`config.mk`:
```
export PLATFORM = sky130hd
export DESIGN_NAME = vga_stream_source
export DESIGN_NICKNAME = d
export VERILOG_FILES = /design/src/rtl/vga_stream_source.sv
export SDC_FILE = /design/constraint.sdc
export NUM_CORES = 1
export LEC_CHECK = 0
export CORE_ASPECT_RATIO = 1.5
export CORE_MARGIN = 2
export CORE_UTILIZATION = 55
export CTS_BUF_LIST = sky130_fd_sc_hd__clkbuf_2 sky130_fd_sc_hd__clkbuf_4 sky130_fd_sc_hd__clkbuf_8
export DETAILED_ROUTE_END_ITERATION = 8
export GPL_ROUTABILITY_DRIVEN = 0
export PLACE_DENSITY = 0.82
export SYNTH_ARGS = -nofsm -noshare
export SYNTH_HDL_FRONTEND = slang
export SYNTH_SLANG_ARGS = --single-unit
```
`constraint.sdc`:
```
create_clock -name clk -period 11.4 [get_ports clk]
set_clock_uncertainty 0.2 [all_clocks]
set_input_delay 2.28 -clock clk [delete_from_list [all_inputs] [get_ports clk]]
set_output_delay 2.28 -clock clk [all_outputs]
set_load 0.05 [all_outputs]
```
`src/rtl/vga_stream_source.sv`:
```
// vga_stream_source
//
// Raster source for the convolution filter bank. Walks the 800x525 VGA
// timing (640x480 visible), fetches each pixel from a 320x240 RGB565 frame
// buffer with 2x nearest-neighbour upscale, converts it to 8-bit luma, and
// presents pixel coordinates, display enable, luma and the active-low syncs
// all aligned to the same output pixel.
//
// Pipeline (each stage advances on a pclk_en tick):
//   stage 0 : h/v counters, frame-buffer read issued for active pixels
//   stage 1 : counter copy; read data captured one clk after rd_en
//   stage 2 : luma conversion and registered outputs
//
// Ports:
//   clk          system clock
//   rst_n        asynchronous reset, active-low
//   pclk_en      pixel-tick enable; timing advances only when high
//   rd_en        frame-buffer read strobe, one clk wide
//   rd_addr      frame-buffer word address (holds between reads)
//   rd_data      RGB565 word, valid exactly 1 clk after rd_en
//   x_pixel      column of current output pixel (full raster count)
//   y_pixel      row of current output pixel (full raster count)
//   disp_enable  high when the output pixel is in the active area
//   gray_in_out  luma of the current output pixel, 0 outside active area
//   h_sync       active-low horizontal sync
//   v_sync       active-low vertical sync
//   frame_start  one-clk pulse with the first active output pixel of a frame

module vga_stream_source #(
  parameter int unsigned H_ACTIVE = 640,
  parameter int unsigned H_FP     = 16,
  parameter int unsigned H_SYNC   = 96,
  parameter int unsigned H_BP     = 48,
  parameter int unsigned V_ACTIVE = 480,
  parameter int unsigned V_FP     = 10,
  parameter int unsigned V_SYNC   = 2,
  parameter int unsigned V_BP     = 33,
  parameter int unsigned ADDR_W   = 17
) (
  input  logic              clk,
  input  logic              rst_n,
  input  logic              pclk_en,
  output logic              rd_en,
  output logic [ADDR_W-1:0] rd_addr,
  input  logic [15:0]       rd_data,
  output logic [9:0]        x_pixel,
  output logic [9:0]        y_pixel,
  output logic              disp_enable,
  output logic [7:0]        gray_in_out,
  output logic              h_sync,
  output logic              v_sync,
  output logic              frame_start
);

  localparam int unsigned H_TOTAL = H_ACTIVE + H_FP + H_SYNC + H_BP;
  localparam int unsigned V_TOTAL = V_ACTIVE + V_FP + V_SYNC + V_BP;

  localparam logic [9:0] H_ACT    = 10'(H_ACTIVE);
  localparam logic [9:0] V_ACT    = 10'(V_ACTIVE);
  localparam logic [9:0] H_LAST   = 10'(H_TOTAL - 1);
  localparam logic [9:0] V_LAST   = 10'(V_TOTAL - 1);
  localparam logic [9:0] HS_FIRST = 10'(H_ACTIVE + H_FP);
  localparam logic [9:0] HS_LAST  = 10'(H_ACTIVE + H_FP + H_SYNC - 1);
  localparam logic [9:0] VS_FIRST = 10'(V_ACTIVE + V_FP);
  localparam logic [9:0] VS_LAST  = 10'(V_ACTIVE + V_FP + V_SYNC - 1);

  // ---------------------------------------------------------------------------
  // Stage 0: raster counters
  // ---------------------------------------------------------------------------
  logic [9:0] h_cnt_q;
  logic [9:0] v_cnt_q;
  logic       active_s0;

  always_ff @(posedge clk or negedge rst_n) begin
    if (!rst_n) begin
      h_cnt_q <= '0;
      v_cnt_q <= '0;
    end else if (pclk_en) begin
      if (h_cnt_q == H_LAST) begin
        h_cnt_q <= '0;
        v_cnt_q <= (v_cnt_q == V_LAST) ? '0 : v_cnt_q + 10'd1;
      end else begin
        h_cnt_q <= h_cnt_q + 10'd1;
      end
    end
  end

  assign active_s0 = (h_cnt_q < H_ACT) && (v_cnt_q < V_ACT);

  // ---------------------------------------------------------------------------
  // Stage 0: frame-buffer read issue
  // ---------------------------------------------------------------------------
  // The buffer is 320 words wide; halving both counts gives the 2x upscale.
  // 320 = 256 + 64, so the row base is built from two shifts.
  logic [ADDR_W-1:0] src_x;
  logic [ADDR_W-1:0] src_y;
  logic [ADDR_W-1:0] addr_calc;
  logic [ADDR_W-1:0] addr_q;
  logic              rd_pend_q;

  assign src_x     = ADDR_W'(h_cnt_q[9:1]);
  assign src_y     = ADDR_W'(v_cnt_q[9:1]);
  assign addr_calc = (src_y << 8) + (src_y << 6) + src_x;

  // The strobe is issued during the tick clk itself so the RAM's one-clk
  // read latency lands the data in time for the next tick at full rate.
  // rst_n gates it so no read escapes while the design is held in reset.
  assign rd_en   = rst_n & pclk_en & active_s0;
  assign rd_addr = rd_en ? addr_calc : addr_q;

  always_ff @(posedge clk or negedge rst_n) begin
    if (!rst_n) begin
      addr_q    <= '0;
      rd_pend_q <= 1'b0;
    end else begin
      addr_q    <= rd_addr;
      rd_pend_q <= rd_en;
    end
  end

  // ---------------------------------------------------------------------------
  // Stage 1: counter copy and read-data capture
  // ---------------------------------------------------------------------------
  logic [9:0]  s1_h_q;
  logic [9:0]  s1_v_q;
  logic        s1_act_q;
  logic        s1_vld_q;
  logic [15:0] data_q;

  always_ff @(posedge clk or negedge rst_n) begin
    if (!rst_n) begin
      s1_h_q   <= '0;
      s1_v_q   <= '0;
      s1_act_q <= 1'b0;
      s1_vld_q <= 1'b0;
    end else if (pclk_en) begin
      s1_h_q   <= h_cnt_q;
      s1_v_q   <= v_cnt_q;
      s1_act_q <= active_s0;
      s1_vld_q <= 1'b1;
    end
  end

  // Capture happens on the clk after rd_en regardless of pclk_en, so a slow
  // pixel tick still finds the word parked here.
  always_ff @(posedge clk or negedge rst_n) begin
    if (!rst_n) begin
      data_q <= '0;
    end else if (rd_pend_q) begin
      data_q <= rd_data;
    end else if (pclk_en && !active_s0) begin
      data_q <= '0;
    end
  end

  // ---------------------------------------------------------------------------
  // Stage 2: luma conversion
  // ---------------------------------------------------------------------------
  // At full rate the stage-2 tick coincides with the capture clk, so the RAM
  // word is taken straight from rd_data; otherwise it has already landed in
  // data_q.
  logic [15:0] pix;
  logic [7:0]  r8;
  logic [7:0]  g8;
  logic [7:0]  b8;
  logic [15:0] luma;
  logic [7:0]  gray_s2;
  logic        hs_s2;
  logic        vs_s2;
  logic        first_s2;

  always_comb begin
    pix   = rd_pend_q ? rd_data : data_q;
    r8    = {pix[15:11], pix[15:13]};
    g8    = {pix[10:5],  pix[10:9]};
    b8    = {pix[4:0],   pix[4:2]};
    // Weights sum to 256, so the 16-bit sum tops out at 255 * 256.
    luma  = (16'd77 * {8'd0, r8}) + (16'd150 * {8'd0, g8}) + (16'd29 * {8'd0, b8});
    gray_s2  = s1_act_q ? luma[15:8] : 8'd0;
    hs_s2    = !((s1_h_q >= HS_FIRST) && (s1_h_q <= HS_LAST));
    vs_s2    = !((s1_v_q >= VS_FIRST) && (s1_v_q <= VS_LAST));
    // s1_vld_q stops the cleared pipeline from faking a frame start.
    first_s2 = s1_vld_q && (s1_h_q == '0) && (s1_v_q == '0);
  end

  // ---------------------------------------------------------------------------
  // Stage 2: registered outputs
  // ---------------------------------------------------------------------------
  always_ff @(posedge clk or negedge rst_n) begin
    if (!rst_n) begin
      x_pixel     <= '0;
      y_pixel     <= '0;
      disp_enable <= 1'b0;
      gray_in_out <= '0;
      h_sync      <= 1'b1;
      v_sync      <= 1'b1;
      frame_start <= 1'b0;
    end else begin
      frame_start <= 1'b0;
      if (pclk_en) begin
        x_pixel     <= s1_h_q;
        y_pixel     <= s1_v_q;
        disp_enable <= s1_act_q;
        gray_in_out <= gray_s2;
        h_sync      <= hs_s2;
        v_sync      <= vs_s2;
        frame_start <= first_s2;
      end
    end
  end

endmodule

```
# [After elaboration in Yosys (flattened, before gate mapping)]
# Index checks and enable logic that the tools add are counted.
[word_totals] ff_bits=108 output_inout_bits=50
[classes] addsub=6 multipliers=3 order_cmp=6 eq_ne=2 mux=8 bitwise_logic=2 n_reduce_logical=13
[op_table] cell="two-way mux 16 bit" count=3
[op_table] cell="multiplier 7 x 8 -> 15 bit (first input constant)" count=2
[op_table] cell="adder 10 x 1 -> 10 bit (second input constant)" count=2
[op_table] cell="== test 10 bit (second input constant)" count=2
[op_table] cell="logical NOT 10 bit" count=2
[op_table] cell="two-way mux 10 bit" count=2
[op_table] cell="adder 17 x 15 -> 17 bit" count=1
[op_table] cell="adder 17 x 9 -> 17 bit" count=1
[op_table] cell="two-way mux 17 bit" count=1
[op_table] cell="adder 15 x 16 -> 16 bit" count=1
[op_table] cell="adder 16 x 13 -> 16 bit" count=1
[op_table] cell="multiplier 5 x 8 -> 13 bit (first input constant)" count=1
[op_table] cell=">= comparator 10 bit (second input constant)" count=1
[op_table] cell=">= comparator 10 x 9 -> 1 bit (second input constant)" count=1
[op_table] cell="<= comparator 10 bit (second input constant)" count=1
[op_table] cell="<= comparator 10 x 9 -> 1 bit (second input constant)" count=1
[op_table] cell="< comparator 10 bit (second input constant)" count=1
[op_table] cell="< comparator 10 x 9 -> 1 bit (second input constant)" count=1
[op_table] cell="two-way mux 8 bit" count=1
[op_table] cell="logical AND 1 bit" count=6
[op_table] cell="logical NOT 1 bit" count=3
[op_table] cell="AND 1 bit" count=2
[op_table] cell="AND reduction 2 bit" count=1
[op_table] cell="nonzero test 2 bit" count=1
[op_table] cell="two-way mux 1 bit" count=1

# [Longest topological paths before layout]
# Gate-level depths: netlist of run 1.
[depth] depth_word=6 ltp_mapped=27 mapped_depth_nobuf=25

# [Worst setup path after synthesis of run 1]
# Ideal clock, no wire load.
[synth_timing] path_kind="in2reg" from="input rd_data[9]" to="register gray_in_out[6]" setup_time_ps=120 t_arrival_ps=8222 path_slack_ps=2858 cell_stages=24 n_path_buf=0 path_cell_list="mux2i_1 inv_1 ha_1 ha_1 inv_1 fa_1 fa_1 inv_1 ha_1 a21oi_1 xnor2_1 ha_1 fa_1 inv_1 fa_1 fa_1 inv_1 ha_1 a21o_1 a21o_1 nand2_1 a31oi_1 or3_1 a41o_1"
[synth_via] elab_chain_cells=5
[synth_rtl] element="from (decl)" line="45" source="input logic [15:0] rd_data,"
[synth_rtl] element="two-way mux 16 bit" line="173" source="pix = rd_pend_q ? rd_data : data_q;"
[synth_rtl] element="multiplier 7 x 8 -> 15 bit" line="178" source="luma = (16'd77 * {8'd0, r8}) + (16'd150 * {8'd0, g8}) + (16'd29 * {8'd0, b8});"
[synth_rtl] element="adder 15 x 16 -> 16 bit" line="178"
[synth_rtl] element="adder 16 x 13 -> 16 bit" line="178"
[synth_rtl] element="two-way mux 8 bit" line="179" source="gray_s2 = s1_act_q ? luma[15:8] : 8'd0;"
[synth_rtl] element="to (signal assigned)" line="204" source="gray_in_out <= gray_s2;"
[synth_rtl] element="to (decl)" line="49" source="output logic [7:0] gray_in_out,"
# No other way between the ends.
# A chain may end at the register's enable or synchronous reset.

# [Worst setup path after layout of run 1]
# Same ends and word-level chain as after synthesis.

==> metrics.yaml, run 1 <==
status: "finished, final reports clean"
period_minus_slack_ns: 8.98
grt_pass1_wl_um: 28900
n_fill_cell: 1115
core.rowCount: 53
worstHoldStart: "addr_q[8]"
cts_tree: "built"
ant_nets: 0
synth-seq-cells: 108
regArea_um2: 2710
timing.fmax_mhz: 111
worst_pin_slew_ns: 0.801
timing.setup.tns_ns: 0
multi_input_area_um2: 4830
die_w_um: 102
cp.required_ns: 11.50
diodes: 0
placed_cells: 969
synth_area_um2: 7980
crit_path_start: "rd_data[9]"
synth_ff_type: "dfrtp_1"
pin_count: 69
die_h_um: 152
criticalPathCategory: "input port to register"
final_cells: 985
io_buffer_count: 68
worstReg2RegStart: "rd_pend_q"
synth-edff-count: 0
layout-drive-gt1-share_pct: 11.6
grt_antenna_before_repair: 0
routed_wl_um: 17400
yosysSeqAreaShare_pct: 33.9
hpwl_um: 13800
grt_pass1_vias: 6107
critical_path.max_fanout: 7
syn_nets: 899
avgSynthCellArea_um2: 11.1
finalCritPeriodShare_pct: 78.8
viasPerCell: 5.67
first_pass_iters: 4
relSlewSlack_pct: 46.5
clock_sinks: 108
rsz0062_at_grt: "no"
insertion_delay_ns: 0.41
ys_types: 63
start_kind: "input port"
wire_per_inst_um: 17.7
setup_viol: 0
holdWs_ns: 0.279
arrival_ns: 9.08
postLayoutSetupSlackWorst_ns: 2.42
yosys_warnings: 0
grt_overflow: 0
ctsRootBufferMaster: "clkbuf_8"
drt_iter0_markers: 227
post-cts-setup-buffer-count: 0
finalMaxSlewViolations: 0
cts_resized: 0
grtUsageTotal_pct: 24.1
clkTransAtPathRegs_ns: 0.11
start_util_pct: 56.5
clockBufferDepth: 2
dieArea_um2: 15500
vias: 5587
syn_inst: 721
critPathCaptureType: "register"
cts_max_level: 3
grt_max_degree: 66
hold_viol_final: 0
synth-async-reset-ratio_pct: 100
hold_class: "register to register"
coreArea_um2: 14100
ctsHoldBuffers: 0
fin_nets: 966
max_cap_violations: 0
r2r_slack_ns: 3.89
pre_cts_ws_ns: 2.00
cts_made_buffers: 9
route.detailed.drc: 0
area_growth_pct: 13.8
## cell type report
type                    count  share of cell area (%)
flip-flops and latches    108                    29.8
multi-input cells         494                    53.2
inverters                 103                    4.26
clock buffers               9                    1.36
repair buffers             72                    7.74
well taps                 192                    2.64
clock inverters             7                    1.05
## cell families after synthesis
logic type               count (synthesis)  synth area share (%)
flip-flops                             108                  33.9
AND/OR/NAND/NOR                        140                  9.11
adder cells (fa/ha/maj)                159                  30.2
XOR/XNOR                                32                  3.70
buffers and inverters                  119                  5.61
multiplexers                            62                  8.65
AO/OA/AOI/OAI                          101                  8.86
## placed cells by master (no fill, tap or decap), drive strengths merged, types with 3 or more instances in the layout
cell             n
mux2i            9
fa              56
nand2b           4
o21a             5
dfrtp          106
o32ai            3
nor2            23
a21oi           18
xnor2           21
ha             103
o22ai            5
nor4             5
clkinv           3
a21o             9
mux2            53
or2              5
clkdlybuf4s50   66
clkbuf           9
and3             6
inv            106
nand3            9
xor2            10
nor3            10
o21ai           19
nand2           56
buf              6
o211ai           4
nand4            6
a22o            16
o21bai           3
## registers in the layout (all words and copies together), names as in the netlist
name and count:
s1_vld_q 1, s1_h_q 10, v_cnt_q 10, data_q 16, h_cnt_q 10, gray_in_out 8
frame_start 1, h_sync 1, x_pixel 10, rd_pend_q 1, s1_v_q 10, y_pixel 10
v_sync 1, addr_q 17, s1_act_q 1, disp_enable 1
## metal layers
| metal | GRT usage, % | up-vias | share of wire [%] |
|---|---|---|---|
| met5 | 0 | - | 0 |
| met4 | 9.40 | 0 | 2.8 |
| met3 | 3.72 | 38 | 2.6 |
| met2 | 47.5 | 107 | 59 |
| met1 | 24.6 | 2839 | 35 |
| li1 | - | 2603 | - |
## critical path: stages
cell and delay (ns):
clkdlybuf4s50_1 0.42, mux2i_1 0.30, inv_1 0.23, ha_1 0.34
ha_1 0.27, inv_1 0.05, fa_1 0.50, fa_1 0.52
inv_1 0.04, ha_1 0.34, xnor2_1 0.22, fa_1 0.47
fa_1 0.51, inv_1 0.05, fa_1 0.39, fa_1 0.53
inv_1 0.05, ha_1 0.36, a21o_1 0.20, a21o_1 0.19
nand2_1 0.13, a31oi_1 0.11, or3_1 0.35, a41o_1 0.24
## final timing paths
path,end,depth (start not counted)
hold / removal,addr_q[8],2
hold reg to reg,addr_q[8],2
setup / recovery,gray_in_out[6],24
min in group asynchronous,y_pixel[1],1
max in group asynchronous,x_pixel[8],2
setup reg to reg,gray_in_out[6],24
## cell usage after synthesis (4+ instances only)
master      n  area, um^2
nor3_1     10        50.1
nand2b_1    4        25.0
and3_1      5        31.3
or2_2       5        31.3
o21ai_0    19        95.1
o21a_1      5        37.5
mux2_2     52         586
a21oi_1    18        90.1
a21o_1      9        67.6
o22ai_1     5        31.3
mux2i_1     9        90.1
fa_1       56        1120
xnor2_1    21         184
nand2_1    56         210
inv_1     103         387
clkbuf_1   12        45.0
xor2_1     10        87.6
nand4_1     4        25.0
nor4_1      4        25.0
ha_1      103        1290
a22o_1     16         140
nor2_1     23        86.3
dfrtp_1   106        2650
nand3_1     9        45.0
## through the flow
stage | utilization [%] | instance area [um^2]
final | 64.3 | 9080
after CTS | 64.3 | 9080
after detailed placement | 62.8 | 8860
after global placement | 62.8 | 8860
after floorplan | - | 7980
after global routing | 64.3 | 9080
Power of run 1 is not shown: default switching activity piles up to over one toggle a cycle in this logic, so the estimate is an artifact.
==> run 2: changes to the inputs <==
- PLACE_DENSITY: 0.82 -> 0.85
- clock period: 11.4 -> 7.9 ns (I/O delays scaled with it)
==> metrics.yaml, run 2 (same netlist as run 1, synthesis figures left out) <==
status: "finished, final reports clean"  # unchanged
cts_max_level: 3  # unchanged
first_pass_iters: 4  # unchanged
critPathMaxStageDelay_ns: 0.54  # was 0.53 ns
coreArea_um2: 14100  # unchanged
cts_tree: "built"  # unchanged
n_fill_cell: 1027  # was 1115
grtUsageTotal_pct: 24.0  # was 24.1%
finalCritPeriodShare_pct: 97.9
pin_count: 69  # unchanged
finalMaxSlewViolations: 0  # unchanged
clock_sinks: 108  # unchanged
insertion_delay_ns: 0.39  # was 0.41 ns
diodes: 0  # unchanged
cts_made_buffers: 9  # unchanged
design_area_um2: 9470  # was 9080 um^2
timing.fmax_mhz: 129
timing.setup.tns_ns: 0  # unchanged
drt_iter0_markers: 185  # was 227
crit_path_top_delay_cell: "fa_1"  # unchanged
placed_area_um2: 9090  # was 8860 um^2
cp.required_ns: 7.99  # was 11.50 ns
arrival_ns: 7.82  # was 9.08 ns
regArea_um2: 2710  # unchanged
die_w_um: 102  # unchanged
wire_per_inst_um: 17.7  # about the same
worst_pin_slew_ns: 0.760  # was 0.801 ns
relSlewSlack_pct: 49.3  # was 46.5%
grt_max_degree: 65  # was 66
period_minus_slack_ns: 7.73
routed_wl_um: 17900  # was 17400 um
dieArea_um2: 15500  # unchanged
start_util_pct: 56.5  # unchanged
ant_nets: 0  # unchanged
setup_viol: 0  # unchanged
layout-drive-gt1-share_pct: 17.5  # was 11.6%
critPathCaptureType: "register"  # unchanged
route.detailed.drc: 0  # unchanged
start_kind: "input port"  # unchanged
largest-register: "addr_q"  # unchanged
largest_register_ffs: 17  # unchanged
mostFrequentLayoutCells: "dfrtp_1, inv_1, ha_1"  # unchanged
grt_pass1_wl_um: 28600  # was 28900 um
multi_input_area_um2: 4980  # was 4830 um^2
critical_path.max_fanout: 3  # was 7
placed_cells: 999  # was 969
grt_antenna_before_repair: 0  # unchanged
clockBufferDepth: 2  # unchanged
clkTransAtPathRegs_ns: 0.11  # about the same
crit_chain: "clkdlybuf4s50_1, mux2i_1, inv_1, ha_1, ha_1, inv_1, fa_1, fa_1, inv_1, ha_4, xnor2_2, fa_2, fa_1, inv_1, fa_1, fa_1, inv_1, ha_2, a21o_1, a21o_1, nand2_2, a31oi_4, or3_1, a41o_1"  # was clkdlybuf4s50_1, mux2i_1, inv_1, ha_1, ha_1, inv_1, fa_1, fa_1, inv_1, ha_1, xnor2_1, fa_1, fa_1, inv_1, fa_1, fa_1, inv_1, ha_1, a21o_1, a21o_1, nand2_1, a31oi_1, or3_1, a41o_1
hold_class: "register to register"  # unchanged
fin_nets: 998  # was 966
holdWs_ns: 0.280  # was 0.279 ns
area_growth_pct: 18.7  # was 13.8%
hold_viol_final: 0  # unchanged
mostFrequentLayoutCell: "dfrtp_1"  # unchanged
max_cap_violations: 0  # unchanged
viasPerCell: 5.60  # was 5.67
core.rowCount: 53  # unchanged
die_h_um: 152  # unchanged
vias: 5692  # was 5587
final_cells: 1016  # was 985
criticalPathCategory: "input port to register"  # unchanged
grt_pass1_vias: 6007  # was 6107
top_regs: "addr_q x17, data_q x16"  # unchanged
grt_overflow: 0  # unchanged
hpwl_um: 13400  # was 13800 um
ctsRootBufferMaster: "clkbuf_8"  # unchanged
io_buffer_count: 68  # unchanged
run 2: cell types whose count changed in the layout (fill, tap and decap cells not counted), sizes merged:
cell / delta
clkbuf: +1
bufinv: +1
inv: -1
buf: +32
clkinv: -2
run 2: cell type report:
cell class                      count  share of cell area [%]
Sequential cell                   108                    28.6
Inverter                          103                    4.08
Tap cell                          192                    2.54
Clock buffer                       10                    1.39
Clock inverter                      5                   0.898
Multi-Input combinational cell    494                    52.6
Timing Repair Buffer              104                    9.96
run 2: metrics by stage:
step                      util, %  setup WS, ns
after floorplan                 -        0.0579
after global placement       64.4        -0.280
after detailed placement     64.4        -0.411
after CTS                    65.9       0.00205
after global routing         67.1        -0.101
final                        67.1         0.167
run 2: critical path, delay by kind of cell:
family | cells | cell delay [ns]
fa+ha+maj | 10 | 4.03
xor+xnor | 1 | 0.17
buf+inv | 6 | 0.72
simple gates | 2 | 0.45
compound gates | 4 | 0.66
mux | 1 | 0.20
run 2: per-layer routing:
metal | GRT usage (%) | part of all wire, %
met3 | 3.53 | 3.0
met2 | 45.4 | 57
met4 | 10.9 | 3.8
met1 | 25.8 | 36
met5 | 0 | 0
run 2: path summary, 6_finish.rpt:
check | startpoint | endpoint | slack [ns] | cells after the start
setup / recovery | rd_data[9] | gray_in_out[6] | 0.17 | 24
hold / removal | addr_q[1] | addr_q[1] | 0.28 | 2
setup reg to reg | rd_pend_q | gray_in_out[6] | 0.98 | 23
hold reg to reg | addr_q[1] | addr_q[1] | 0.28 | 2
max in group asynchronous | rst_n | s1_v_q[7] | 5.27 | 2
min in group asynchronous | rst_n | data_q[9] | 1.01 | 1
run 2: timing repair:
item / 4_1_cts / 5_1_grt
resized for setup: 0 / 26
hold buffers: 0 / 0
endpoints found under the setup margin: 0 / 7
setup buffers: 0 / 2
Power of run 2 is left out for the same reason.
==> run 3: changes to the inputs <==
- CORE_MARGIN: 2 -> 1.5
==> metrics.yaml, run 3 (same netlist as run 1, synthesis figures left out) <==
layout-drive-gt1-share_pct: 16.9  # was 17.5%
rsz0062_at_grt: "yes"
route.detailed.drc: 0  # unchanged
worst_pin_slew_ns: 0.961  # was 0.760 ns
cp.required_ns: 7.99  # about the same
die_w_um: 101  # was 102 um
start_util_pct: 56.5  # unchanged
finalMaxSlewViolations: 0  # unchanged
crit_chain: "clkdlybuf4s50_1, mux2_2, buf_4, ha_4, ha_4, fa_1, ha_1, inv_1, o21bai_1, a21oi_1, xnor2_2, fa_1, fa_1, inv_1, fa_1, fa_1, inv_1, ha_1, a21o_1, a21o_1, nand2_2, a31oi_2, or3_1, a41o_1"  # was clkdlybuf4s50_1, mux2i_1, inv_1, ha_1, ha_1, inv_1, fa_1, fa_1, inv_1, ha_4, xnor2_2, fa_2, fa_1, inv_1, fa_1, fa_1, inv_1, ha_2, a21o_1, a21o_1, nand2_2, a31oi_4, or3_1, a41o_1
start_kind: "input port"  # unchanged
viasPerCell: 5.60  # about the same
timing.fmax_mhz: 129  # about the same
largest_register_ffs: 17  # unchanged
critPathCaptureType: "register"  # unchanged
grt_max_degree: 79  # was 65
multi_input_area_um2: 4970  # was 4980 um^2
drt_iter0_markers: 215  # was 185
pre_cts_ws_ns: -0.456  # was -0.411 ns
grt_overflow: 0  # unchanged
ctsRootBufferMaster: "clkbuf_8"  # unchanged
grt_pass1_wl_um: 28800  # was 28600 um
setup_viol: 0  # unchanged
cts_tree: "built"  # unchanged
diodes: 0  # unchanged
holdWs_ns: 0.284  # was 0.280 ns
n_fill_cell: 1022  # was 1027
postLayoutSetupSlackWorst_ns: 0.145  # was 0.167 ns
postLayoutCoreUtil_pct: 67.0  # was 67.1%
grt_pass1_vias: 6152  # was 6007
clockBufferDepth: 2  # unchanged
die_h_um: 151  # was 152 um
dieArea_um2: 15300  # was 15500 um^2
vias: 5699  # was 5692
critPathMaxStageDelay_ns: 0.55  # was 0.54 ns
hpwl_um: 13500  # was 13400 um
final_cells: 1018  # was 1016
crit_path_top_delay_cell: "fa_1"  # unchanged
cp_top_family: "adder cells"  # unchanged
critPathBufInv: 5  # was 6
max_cap_violations: 0  # unchanged
grt_antenna_before_repair: 0  # unchanged
hold_class: "register to register"  # unchanged
io_buffer_count: 68  # unchanged
fin_nets: 999  # was 998
cts_made_buffers: 9  # unchanged
routed_wl_um: 17800  # was 17900 um
grtUsageTotal_pct: 24.7  # was 24.0%
status: "finished, final reports clean"  # unchanged
largest-register: "addr_q"  # unchanged
cts_max_level: 3  # unchanged
ant_nets: 0  # unchanged
top_regs: "addr_q x17, data_q x16"  # unchanged
criticalPathCategory: "input port to register"  # unchanged
clock_sinks: 108  # unchanged
mostFrequentLayoutCell: "dfrtp_1"  # unchanged
insertion_delay_ns: 0.39  # about the same
arrival_ns: 7.84  # was 7.82 ns
first_pass_iters: 6  # was 4
area_growth_pct: 18.6  # was 18.7%
critical_path.max_fanout: 4  # was 3
finalCritPeriodShare_pct: 98.2  # was 97.9%
mostFrequentLayoutCells: "dfrtp_1, inv_1, ha_1"  # unchanged
coreArea_um2: 14100  # unchanged
clkTransAtPathRegs_ns: 0.10  # was 0.11 ns
pin_count: 69  # unchanged
relSlewSlack_pct: 35.9  # was 49.3%
placed_cells: 998  # was 999
regArea_um2: 2710  # unchanged
core.rowCount: 53  # unchanged
wire_per_inst_um: 17.5  # was 17.7 um
crit_top_cell: "fa_1"
period_minus_slack_ns: 7.75  # was 7.73 ns
hold_viol_final: 0  # unchanged
## run 3: cell count changes in the layout (fill, tap and decap cells not counted), sizes merged
cell / change
bufinv: -1
clkbuf: +2
buf: +1
clkdlybuf4s50: -2
dlymetal6s2s: +2
clkinvlp: +1
clkinv: -1
## run 3: path summary, 6_finish.rpt
path | start | endpoint | depth (start not counted) | slack, ns
max | rd_data[7] | gray_in_out[6] | 24 | 0.15
min | addr_q[4] | addr_q[4] | 2 | 0.28
max reg2reg | rd_pend_q | gray_in_out[6] | 23 | 0.97
min reg2reg | addr_q[4] | addr_q[4] | 2 | 0.28
max in group asynchronous | rst_n | s1_h_q[8] | 2 | 5.26
min in group asynchronous | rst_n | y_pixel[3] | 1 | 0.92
## run 3: stage by stage
step,instance area [um^2],TNS [ns]
after floorplan,7980,0
after global placement,9080,-1.02
after detailed placement,9080,-2.72
after CTS,9330,0
after global routing,9470,-0.150
final,9470,0
## run 3: timing repair
item,4_1_cts,5_1_grt
buffers inserted,1,3
pin swaps,3,17
hold buffers,0,0
hold endpoints to repair,0,0
resized for setup,3,19
endpoints found under the setup margin,3,7
gates cloned,0,0
## run 3: layer usage
layer / routed length [um] / part of all wire, % / up-vias / GRT usage [%]
li1: - / - / 2662 / -
met1: 6550 / 37 / 2832 / 27.0
met2: 9850 / 55 / 144 / 45.6
met3: 581 / 3.3 / 61 / 3.39
met4: 823 / 4.6 / 0 / 13.0
met5: 0 / 0 / - / 0
## run 3: layout make-up
class / instances / area share (%)
clock buffer: 12 / 1.61
clock inverter: 4 / 0.582
inverter: 103 / 4.08
timing repair buffer: 105 / 10.1
tap: 192 / 2.54
sequential: 108 / 28.6
multi-input combinational: 494 / 52.5
## run 3: tightest hold or removal path, stage by stage, from the launching register on
cell	delay [ns]
dfrtp_1	0.34
nand2_1	0.04
nand2_1	0.07
Power of run 3 is left out for the same reason.
